### src/rtl/mem_port_arbiter_pkg.sv
// Shared widths and state/owner encodings for the fetch/data memory port arbiter.
package mem_port_arbiter_pkg;

    localparam int ADDR_W = 8;
    localparam int DATA_W = 16;

    typedef enum logic {
        IDLE    = 1'b0,
        RD_WAIT = 1'b1
    } arb_state_t;

    typedef enum logic [1:0] {
        OWN_NONE = 2'd0,
        OWN_IF   = 2'd1,
        OWN_D    = 2'd2
    } owner_t;

endpackage

### src/rtl/mem_port_arbiter_if.sv
// Fetch port, data port and memory-side bus of the arbiter.
// slave = arbiter side; master = the core/memory environment driving requests and read data.
interface mem_port_arbiter_if;
    import mem_port_arbiter_pkg::*;

    logic              if_req;
    logic [ADDR_W-1:0] if_addr;
    logic              if_kill;
    logic              if_gnt;
    logic              if_rvalid;
    logic [DATA_W-1:0] if_rdata;

    logic              d_req;
    logic              d_we;
    logic [ADDR_W-1:0] d_addr;
    logic [DATA_W-1:0] d_wdata;
    logic              d_gnt;
    logic              d_rvalid;
    logic [DATA_W-1:0] d_rdata;

    logic              mem_en;
    logic              mem_we;
    logic [ADDR_W-1:0] mem_addr;
    logic [DATA_W-1:0] mem_wdata;
    logic [DATA_W-1:0] mem_rdata;

    logic              stall_out;

    modport slave (
        input  if_req, if_addr, if_kill,
        input  d_req, d_we, d_addr, d_wdata,
        input  mem_rdata,
        output if_gnt, if_rvalid, if_rdata,
        output d_gnt, d_rvalid, d_rdata,
        output mem_en, mem_we, mem_addr, mem_wdata,
        output stall_out
    );

    modport master (
        output if_req, if_addr, if_kill,
        output d_req, d_we, d_addr, d_wdata,
        output mem_rdata,
        input  if_gnt, if_rvalid, if_rdata,
        input  d_gnt, d_rvalid, d_rdata,
        input  mem_en, mem_we, mem_addr, mem_wdata,
        input  stall_out
    );

endinterface

### src/rtl/mem_port_arbiter_lat_counter.sv
// Read-latency timer: loaded on each read issue, o_done marks the cycle read data is valid
// (MEM_LAT cycles after load); no backpressure, a new load always overrides the running count.
module mem_lat_counter #(
    parameter int MEM_LAT = 1
) (
    input  logic clk,
    input  logic reset,
    input  logic i_load,
    output logic o_done
);

    localparam int CNT_W = $clog2(MEM_LAT + 1);

    logic [CNT_W-1:0] r_cnt;

    always_ff @(posedge clk or posedge reset) begin
        if (reset) begin
            r_cnt <= '0;
        end else if (i_load) begin
            r_cnt <= CNT_W'(MEM_LAT);
        end else if (r_cnt != '0) begin
            r_cnt <= r_cnt - CNT_W'(1);
        end
    end

    assign o_done = (r_cnt == CNT_W'(1));

endmodule

### src/rtl/mem_port_arbiter.sv
// Shares one single-ported memory between fetch and data ports; grants are combinational,
// read data returns MEM_LAT cycles after grant, and a losing/blocked requester sees stall_out.
module mem_port_arbiter
    import mem_port_arbiter_pkg::*;
#(
    parameter int MEM_LAT    = 1,
    parameter int STARVE_MAX = 3
) (
    input  logic              clk,
    input  logic              reset,
    mem_port_arbiter_if.slave bus
);

    localparam int SW = $clog2(STARVE_MAX + 1);

    arb_state_t        r_state;
    arb_state_t        w_state_nxt;
    owner_t            r_owner;
    logic              r_kill;
    logic [SW-1:0]     r_starve;
    logic [ADDR_W-1:0] r_addr;
    logic [DATA_W-1:0] r_wdata;

    logic              w_done;
    logic              w_ready;
    logic              w_fetch_first;
    logic              w_if_gnt;
    logic              w_d_gnt;
    logic              w_rd_issue;

    mem_lat_counter #(
        .MEM_LAT (MEM_LAT)
    ) u_lat (
        .clk    (clk),
        .reset  (reset),
        .i_load (w_rd_issue),
        .o_done (w_done)
    );

    // The rvalid cycle of a pending read doubles as an issue slot (back-to-back reads).
    assign w_ready       = !reset && ((r_state == IDLE) || w_done);
    assign w_fetch_first = bus.if_req && (r_starve == SW'(STARVE_MAX));
    assign w_rd_issue    = w_if_gnt || (w_d_gnt && !bus.d_we);

    always_ff @(posedge clk or posedge reset) begin
        if (reset) begin
            r_state <= IDLE;
        end else begin
            r_state <= w_state_nxt;
        end
    end

    always_comb begin
        w_if_gnt    = 1'b0;
        w_d_gnt     = 1'b0;
        w_state_nxt = r_state;
        if (w_ready) begin
            if (bus.if_req && (w_fetch_first || !bus.d_req)) begin
                w_if_gnt = 1'b1;
            end else if (bus.d_req) begin
                w_d_gnt = 1'b1;
            end
            w_state_nxt = ((w_if_gnt || (w_d_gnt && !bus.d_we)) && (MEM_LAT > 1)) ? RD_WAIT : IDLE;
        end
    end

    always_ff @(posedge clk or posedge reset) begin
        if (reset) begin
            r_owner  <= OWN_NONE;
            r_kill   <= 1'b0;
            r_starve <= '0;
            r_addr   <= '0;
            r_wdata  <= '0;
        end else begin
            if (w_rd_issue) begin
                r_owner <= w_if_gnt ? OWN_IF : OWN_D;
                r_kill  <= w_if_gnt && bus.if_kill;
            end else if (w_done) begin
                r_owner <= OWN_NONE;
                r_kill  <= 1'b0;
            end else if (bus.if_kill) begin
                r_kill  <= 1'b1;
            end

            if (!bus.if_req || w_if_gnt) begin
                r_starve <= '0;
            end else if (w_d_gnt && (r_starve != SW'(STARVE_MAX))) begin
                r_starve <= r_starve + SW'(1);
            end

            if (w_if_gnt || w_d_gnt) begin
                r_addr <= bus.mem_addr;
            end
            if (w_d_gnt) begin
                r_wdata <= bus.d_wdata;
            end
        end
    end

    assign bus.if_gnt    = w_if_gnt;
    assign bus.d_gnt     = w_d_gnt;
    assign bus.mem_en    = w_if_gnt || w_d_gnt;
    assign bus.mem_we    = w_d_gnt && bus.d_we;
    assign bus.mem_addr  = w_if_gnt ? bus.if_addr : (w_d_gnt ? bus.d_addr : r_addr);
    assign bus.mem_wdata = w_d_gnt ? bus.d_wdata : r_wdata;

    // A kill arriving in the data-return cycle itself still suppresses the fetch.
    assign bus.if_rvalid = w_done && (r_owner == OWN_IF) && !r_kill && !bus.if_kill;
    assign bus.d_rvalid  = w_done && (r_owner == OWN_D);
    assign bus.if_rdata  = reset ? '0 : bus.mem_rdata;
    assign bus.d_rdata   = reset ? '0 : bus.mem_rdata;

    assign bus.stall_out = !reset && ((bus.if_req && !w_if_gnt) || (bus.d_req && !w_d_gnt));

endmodule

### src/flat_wrapper.sv
// flat-port wrapper written by rule: the top's interface ports become plain ports
module mem_port_arbiter_flat import mem_port_arbiter_pkg::*;
#(
    parameter int MEM_LAT    = 1,
    parameter int STARVE_MAX = 3
)
  (clk, reset, bus_if_req, bus_if_addr, bus_if_kill, bus_d_req, bus_d_we, bus_d_addr, bus_d_wdata, bus_mem_rdata, bus_if_gnt, bus_if_rvalid, bus_if_rdata, bus_d_gnt, bus_d_rvalid, bus_d_rdata, bus_mem_en, bus_mem_we, bus_mem_addr, bus_mem_wdata, bus_stall_out);
  mem_port_arbiter_if bus_i ();
  input  logic clk;
  input  logic reset;
  input wire logic [$bits(bus_i.if_req)-1:0] bus_if_req;
  input wire logic [$bits(bus_i.if_addr)-1:0] bus_if_addr;
  input wire logic [$bits(bus_i.if_kill)-1:0] bus_if_kill;
  input wire logic [$bits(bus_i.d_req)-1:0] bus_d_req;
  input wire logic [$bits(bus_i.d_we)-1:0] bus_d_we;
  input wire logic [$bits(bus_i.d_addr)-1:0] bus_d_addr;
  input wire logic [$bits(bus_i.d_wdata)-1:0] bus_d_wdata;
  input wire logic [$bits(bus_i.mem_rdata)-1:0] bus_mem_rdata;
  output wire logic [$bits(bus_i.if_gnt)-1:0] bus_if_gnt;
  output wire logic [$bits(bus_i.if_rvalid)-1:0] bus_if_rvalid;
  output wire logic [$bits(bus_i.if_rdata)-1:0] bus_if_rdata;
  output wire logic [$bits(bus_i.d_gnt)-1:0] bus_d_gnt;
  output wire logic [$bits(bus_i.d_rvalid)-1:0] bus_d_rvalid;
  output wire logic [$bits(bus_i.d_rdata)-1:0] bus_d_rdata;
  output wire logic [$bits(bus_i.mem_en)-1:0] bus_mem_en;
  output wire logic [$bits(bus_i.mem_we)-1:0] bus_mem_we;
  output wire logic [$bits(bus_i.mem_addr)-1:0] bus_mem_addr;
  output wire logic [$bits(bus_i.mem_wdata)-1:0] bus_mem_wdata;
  output wire logic [$bits(bus_i.stall_out)-1:0] bus_stall_out;
  assign bus_i.if_req = bus_if_req;
  assign bus_i.if_addr = bus_if_addr;
  assign bus_i.if_kill = bus_if_kill;
  assign bus_i.d_req = bus_d_req;
  assign bus_i.d_we = bus_d_we;
  assign bus_i.d_addr = bus_d_addr;
  assign bus_i.d_wdata = bus_d_wdata;
  assign bus_i.mem_rdata = bus_mem_rdata;
  assign bus_if_gnt = bus_i.if_gnt;
  assign bus_if_rvalid = bus_i.if_rvalid;
  assign bus_if_rdata = bus_i.if_rdata;
  assign bus_d_gnt = bus_i.d_gnt;
  assign bus_d_rvalid = bus_i.d_rvalid;
  assign bus_d_rdata = bus_i.d_rdata;
  assign bus_mem_en = bus_i.mem_en;
  assign bus_mem_we = bus_i.mem_we;
  assign bus_mem_addr = bus_i.mem_addr;
  assign bus_mem_wdata = bus_i.mem_wdata;
  assign bus_stall_out = bus_i.stall_out;
  mem_port_arbiter #(.MEM_LAT(MEM_LAT), .STARVE_MAX(STARVE_MAX)) u_core (.clk(clk), .reset(reset), .bus(bus_i));
endmodule
### config.mk
export PLATFORM = sky130hd
export DESIGN_NAME = mem_port_arbiter_flat
export DESIGN_NICKNAME = d
export VERILOG_FILES = /design/src/rtl/mem_port_arbiter_pkg.sv /design/src/rtl/mem_port_arbiter_if.sv /design/src/rtl/mem_port_arbiter_lat_counter.sv /design/src/rtl/mem_port_arbiter.sv /design/src/flat_wrapper.sv
export SDC_FILE = /design/constraint.sdc
export NUM_CORES = 1
export LEC_CHECK = 0
export CAP_MARGIN = 20
export CORE_UTILIZATION = 35
export CTS_CLUSTER_SIZE = 16
export DETAILED_ROUTE_END_ITERATION = 8
export PLACE_DENSITY_LB_ADDON = 0.15
export RECOVER_POWER = 25
export SETUP_SLACK_MARGIN = 0.2
export SLEW_MARGIN = 5
export SYNTH_ARGS = -nofsm -noshare
export SYNTH_HDL_FRONTEND = slang
export SYNTH_SLANG_ARGS = --single-unit
### constraint.sdc
create_clock -name clk -period 2.2 [get_ports clk]
set_input_delay 0.22 -clock clk [delete_from_list [all_inputs] [get_ports clk]]
set_output_delay 0.22 -clock clk [all_outputs]
set_load 0.02 [all_outputs]
=== Word level (Yosys, flattened, before mapping) ===
Index checks and enable logic that the tools add are counted.

* Add/subtract/negate cells: 2
* Equality and inequality tests: 4
* Muxes and demuxes: 19
* Reductions and logical operators: 29

{| class="wikitable"
|+ Operators with widths
! operator !! number
|-
| 16-bit two-way mux || 2
|-
| 8-bit two-way mux || 2
|-
| 1-bit logical AND || 13
|-
| 1-bit two-way mux || 10
|-
| 2-bit two-way mux || 5
|-
| 1-bit zero test || 8
|-
| 1-bit logical OR || 5
|-
| 2-bit equality test, second input constant || 2
|-
| 2-bit nonzero test || 2
|-
| 3-bit nonzero test || 1
|-
| 2-bit by 1-bit adder with 2-bit output, second input constant || 1
|-
| 2-bit by 1-bit equality test with 1-bit output, second input constant || 1
|-
| 2-bit != test, second input constant || 1
|-
| 1-bit subtractor, second input constant || 1
|}

* Register bits after elaboration: 30
* Bits of input ports: 54
* Output and inout port bits: 63
* Logic and storage cells: 60

=== Logic depth before layout (Yosys ltp) ===
* Word-level depth: 10
* Depth in mapped cells: 5
* Mapped depth without buffers: 4

=== Cells and area by module ===
Synthesis repeated with hierarchy kept, for this count alone.

* Cells, all modules: 141
* Area, all modules: 1,632.8 µm²

{| class="wikitable"
|+ By module, submodules not included
! module !! times used !! cells each !! area an instance (µm²) !! sequential area each (µm²)
|-
| mem_port_arbiter || 1 || 139 || 1,604.0 || 725.7
|-
| mem_lat_counter || 1 || 2 || 28.8 || 25.0
|}

=== Least setup slack after synthesis ===
No wires, ideal clock.

* Path type: register to output
* Start point: register u_core.r_starve[0]
* End point: output bus_mem_wdata[13]
* Arrival: 1.637 ns
* Data required time: 1.980 ns
* Path slack: 0.343 ns
* Stages on the path, launching flop included: 5
* Buffers on the path: 1
* Path through: dfrtp_1 > ha_1 > a211oi_4 > buf_6 > mux2_1

* Cells in the longest elaborated chain, start to end: 7

{| class="wikitable"
|+ Ends and longest elaborated chain
! what !! RTL line !! RTL
|-
| start: declaration || mem_port_arbiter.sv:20 || <nowiki>logic [SW-1:0] r_starve;</nowiki>
|-
| start signal: assignment || mem_port_arbiter.sv:88 || <nowiki>r_starve <= r_starve + SW'(1);</nowiki>
|-
| 2-bit equality test || mem_port_arbiter.sv:42 || <nowiki>assign w_fetch_first = bus.if_req && (r_starve == SW'(STARVE_MAX));</nowiki>
|-
| 1-bit logical AND || mem_port_arbiter.sv:42 ||
|-
| 1-bit logical OR || mem_port_arbiter.sv:58 || <nowiki>if (bus.if_req && (w_fetch_first || !bus.d_req)) begin</nowiki>
|-
| 1-bit logical AND || mem_port_arbiter.sv:58 ||
|-
| 1-bit two-way mux || mem_port_arbiter.sv:58 ||
|-
| 1-bit two-way mux || mem_port_arbiter.sv:57 || <nowiki>if (w_ready) begin</nowiki>
|-
| 16-bit two-way mux || mem_port_arbiter.sv:105 || <nowiki>assign bus.mem_wdata = w_d_gnt ? bus.d_wdata : r_wdata;</nowiki>
|-
| end: declaration || flat_wrapper.sv:28 || <nowiki>output wire logic [$bits(bus_i.mem_wdata)-1:0] bus_mem_wdata;</nowiki>
|}

Every way passes these cells.

=== Worst setup path after layout ===
* Start point: register u_core.r_starve[0]
* End point: output bus_mem_wdata[4]

Same word-level chain as after synthesis.

==> flow_summary.ini <==
[sta]
clock.fmax_mhz = 454
setup_viol = 2
fin_ws_ns = -0.00464
finalMaxSlewViolations = 0
final.setup_skew_ns = 0.00624
rsz0062_at_grt = true
timing.hold.ws_ns = 0.410
hold_violations = 0
fin_crit_ns = 2.20
period_share = 1.00
slew_headroom = 0.498
worstMarginPinSlew_ns = 0.753

[floorplanning]
num_rows = 24
ios = 117
coreArea_um2 = 4440
die_h_um = 70.9
dieWidth_um = 70.9
start_util = 0.374
die_area_um2 = 5030

[finish]
multi_input_area_um2 = 757
fillers = 318
num_antenna_cells = 0
nets = 324
stdcell_area_um2 = 3230
drive_gt1_frac = 0.311
seq_area_um2 = 751
area_delta_synth_final_pct = 94.3
final_cells = 322

[place]
portBuffers = 116
dp_slack_ns = -0.234
routabilityCongestion = 0.706
dp_hpwl_mm = 3.10
dpl_cell_area_um2 = 2850
dp_cells = 301

[drt]
drcViolationCount = 2
dr.first_iter.drc_count = 104
vias_per_cell = 4.73
dr.pass1.iters = 8
vias = 1523
postRouteAntennaNets = 0
wl_per_cell_um = 14.5
drt-total-wl_mm = 4.67

[setup_path]
reg2regPathDepth = 8
cp.arrival_ns = 1.98
crit_start = u_core.r_starve[0]$_DFFE_PP0P_
r2r-end = u_core.r_addr[5]$_DFFE_PP0P_
crit_end = bus_mem_wdata[4]
max_stage_delay_ns = 0.41
critPathKind = reg2out
r2r_slack_ns = 0.34
slowest_stage = dfrtp_1
cp_max_fo = 6
endpoint_kind = output port
regToRegStartpoint = u_core.r_starve[0]$_DFFE_PP0P_
crit_family = buffers and inverters
cp.depth = 7
cp.required_ns = 1.98
cp_num_buf_inv = 4
startpoint_type = flip-flop
path_cells = ha_4 -> a211oi_4 -> buf_6 -> buf_12 -> buf_12 -> mux2_4 -> buf_6

[synth]
ys_seq_area_frac = 0.452
syn_nets = 197
ys_warn_count = 0
synthCells = 142
syn_area_per_cell_um2 = 11.7
synth_seq_cells = 30
syn-cell-area_um2 = 1660
synth_cell_types = 32

[status]
violations = design-rule violations, negative setup slack
status = finished with violations

[pwr]
peakVddDrop_v = 0.000445
finalPower_mw = 1.83
p_leak_nw = 1.71
power.density_nw_per_um2 = 567

[cts]
cts_root_buf = clkbuf_8
cts_tree = built
clock_sinks = 30
h-tree-depth = 2
cts_buffers = 5
path_clk_slew_ns = 0.07
cts.path.max_buffers = 2
clk_latency_ns = 0.29

[global_route]
grt_max_degree = 31
antenna_found_initial = 0
grt_pass1_vias = 1492
grt_overflow = 0
grt_usage = 0.188
grt_pass1_wl_mm = 7.24

[worst_hold_path]
hold_path_class = in2reg

[run]
drv_cap = 0
## power breakdown
| part | switching (mW) | leakage (nW) | internal, mW | total, mW |
|---|---|---|---|---|
| clock | 0.209 | 0.0482 | 0.252 | 0.461 |
| sequential | 0.0238 | 0.363 | 0.625 | 0.649 |
| combinational | 0.310 | 1.30 | 0.410 | 0.719 |
| total | 0.543 | 1.71 | 1.29 | 1.83 |
## worst min-delay path, stage by stage
cell and delay (ns):
dlygate4sd2_1 0.31, nand2_1 0.09, nor2_1 0.04
## repair_timing
item	4_1_cts	5_1_grt
setup buffers	4	5
pin swaps	2	3
cloned	2	2
hold buffers	0	0
setup endpoints to repair	48	45
gates resized for setup	177	32
## logic make-up after synthesis
kind of cell,share of synthesized area
AND/OR/NAND/NOR,0.137
flip-flops,0.452
buffers and inverters,0.117
AO/OA/AOI/OAI,0.150
multiplexers,0.131
XOR/XNOR,0.00527
adder cells (fa/ha/maj),0.00753
## stage by stage
| stage | setup TNS, ns | util |
|---|---|---|
| after global placement | -4.17 | 0.640 |
| final | -0.00629 | 0.726 |
| after floorplan | 0 | - |
| after global routing | -0.291 | 0.726 |
| after CTS | 0 | 0.690 |
| after detailed placement | -4.17 | 0.640 |
## per-layer routing
metal,GRT usage,vias up,share of wire
met5,0,-,0
met1,0.239,706,0.44
met4,0.0533,0,0.012
li1,-,746,-
met3,0.0783,6,0.084
met2,0.295,65,0.46
## worst min-delay path by stage
stage / start / to / slack (ns) / cells after the start
finish: bus_if_req / u_core.r_starve[0]$_DFFE_PP0P_ / 0.41 / 3
global route: bus_if_req / u_core.r_starve[0]$_DFFE_PP0P_ / 0.42 / 3
CTS: bus_if_req / u_core.r_starve[0]$_DFFE_PP0P_ / 0.40 / 3
detailed placement: u_core.r_wdata[13]$_DFF_PP0_ / u_core.r_wdata[13]$_DFF_PP0_ / 0.47 / 1
global placement: u_core.r_wdata[14]$_DFF_PP0_ / u_core.r_wdata[14]$_DFF_PP0_ / 0.47 / 1
floorplan: bus_if_req / u_core.r_starve[0]$_DFFE_PP0P_ / 0.33 / 2
## sequential cells by signal, summed over array words and instances, names as in the netlist
name / flops
u_core.r_addr: 8
u_core.r_wdata: 16
u_core.r_kill: 1
u_core.u_lat.o_done: 1
u_core.r_starve: 2
u_core.r_owner: 2
## layout by cell type, fill, tap and decap left out, types with 2 or more instances in the layout
master / count
nor2_1: 3
clkbuf_2: 3
inv_1: 5
clkdlybuf4s50_1: 53
buf_6: 29
buf_2: 2
nand2b_1: 3
clkbuf_8: 6
mux2_4: 13
mux2_2: 3
buf_12: 3
dfrtp_1: 30
and2_1: 8
dlymetal6s2s_1: 18
buf_4: 12
a221o_1: 16
nor2b_1: 16
nand2_1: 2
dlygate4sd2_1: 17
clkbuf_16: 2
o21bai_1: 2
## cells in the mapped netlist (all sizes together)
| cell type | number | area [µm²] |
|---|---|---|
| nor4 | 1 | 6.26 |
| ha | 1 | 12.5 |
| inv | 6 | 22.5 |
| or2 | 1 | 6.26 |
| xnor2 | 1 | 8.76 |
| clkbuf | 1 | 3.75 |
| nor2 | 4 | 15.0 |
| mux2 | 16 | 218 |
| a2111oi | 1 | 8.76 |
| o21bai | 2 | 15.0 |
| o22a | 1 | 8.76 |
| nand2 | 2 | 7.51 |
| a221o | 16 | 160 |
| nand3 | 1 | 5.00 |
| a21boi | 1 | 7.51 |
| a22oi | 1 | 7.51 |
| and2 | 9 | 56.3 |
| a211oi | 1 | 20.0 |
| buf | 22 | 169 |
| and3 | 1 | 6.26 |
| nand2b | 3 | 18.8 |
| o32ai | 1 | 8.76 |
| dfrtp | 30 | 751 |
| nor2b | 17 | 106 |
| a21o | 1 | 7.51 |
| o21ai | 1 | 5.00 |
## final cells by class
cell class	count	area share
Inverter	6	0.00698
Sequential cell	30	0.233
Clock inverter	1	0.00155
Timing Repair Buffer	143	0.478
Tap cell	52	0.0202
Clock buffer	7	0.0267
Multi-Input combinational cell	83	0.234
(Power assumes the default switching activity.)
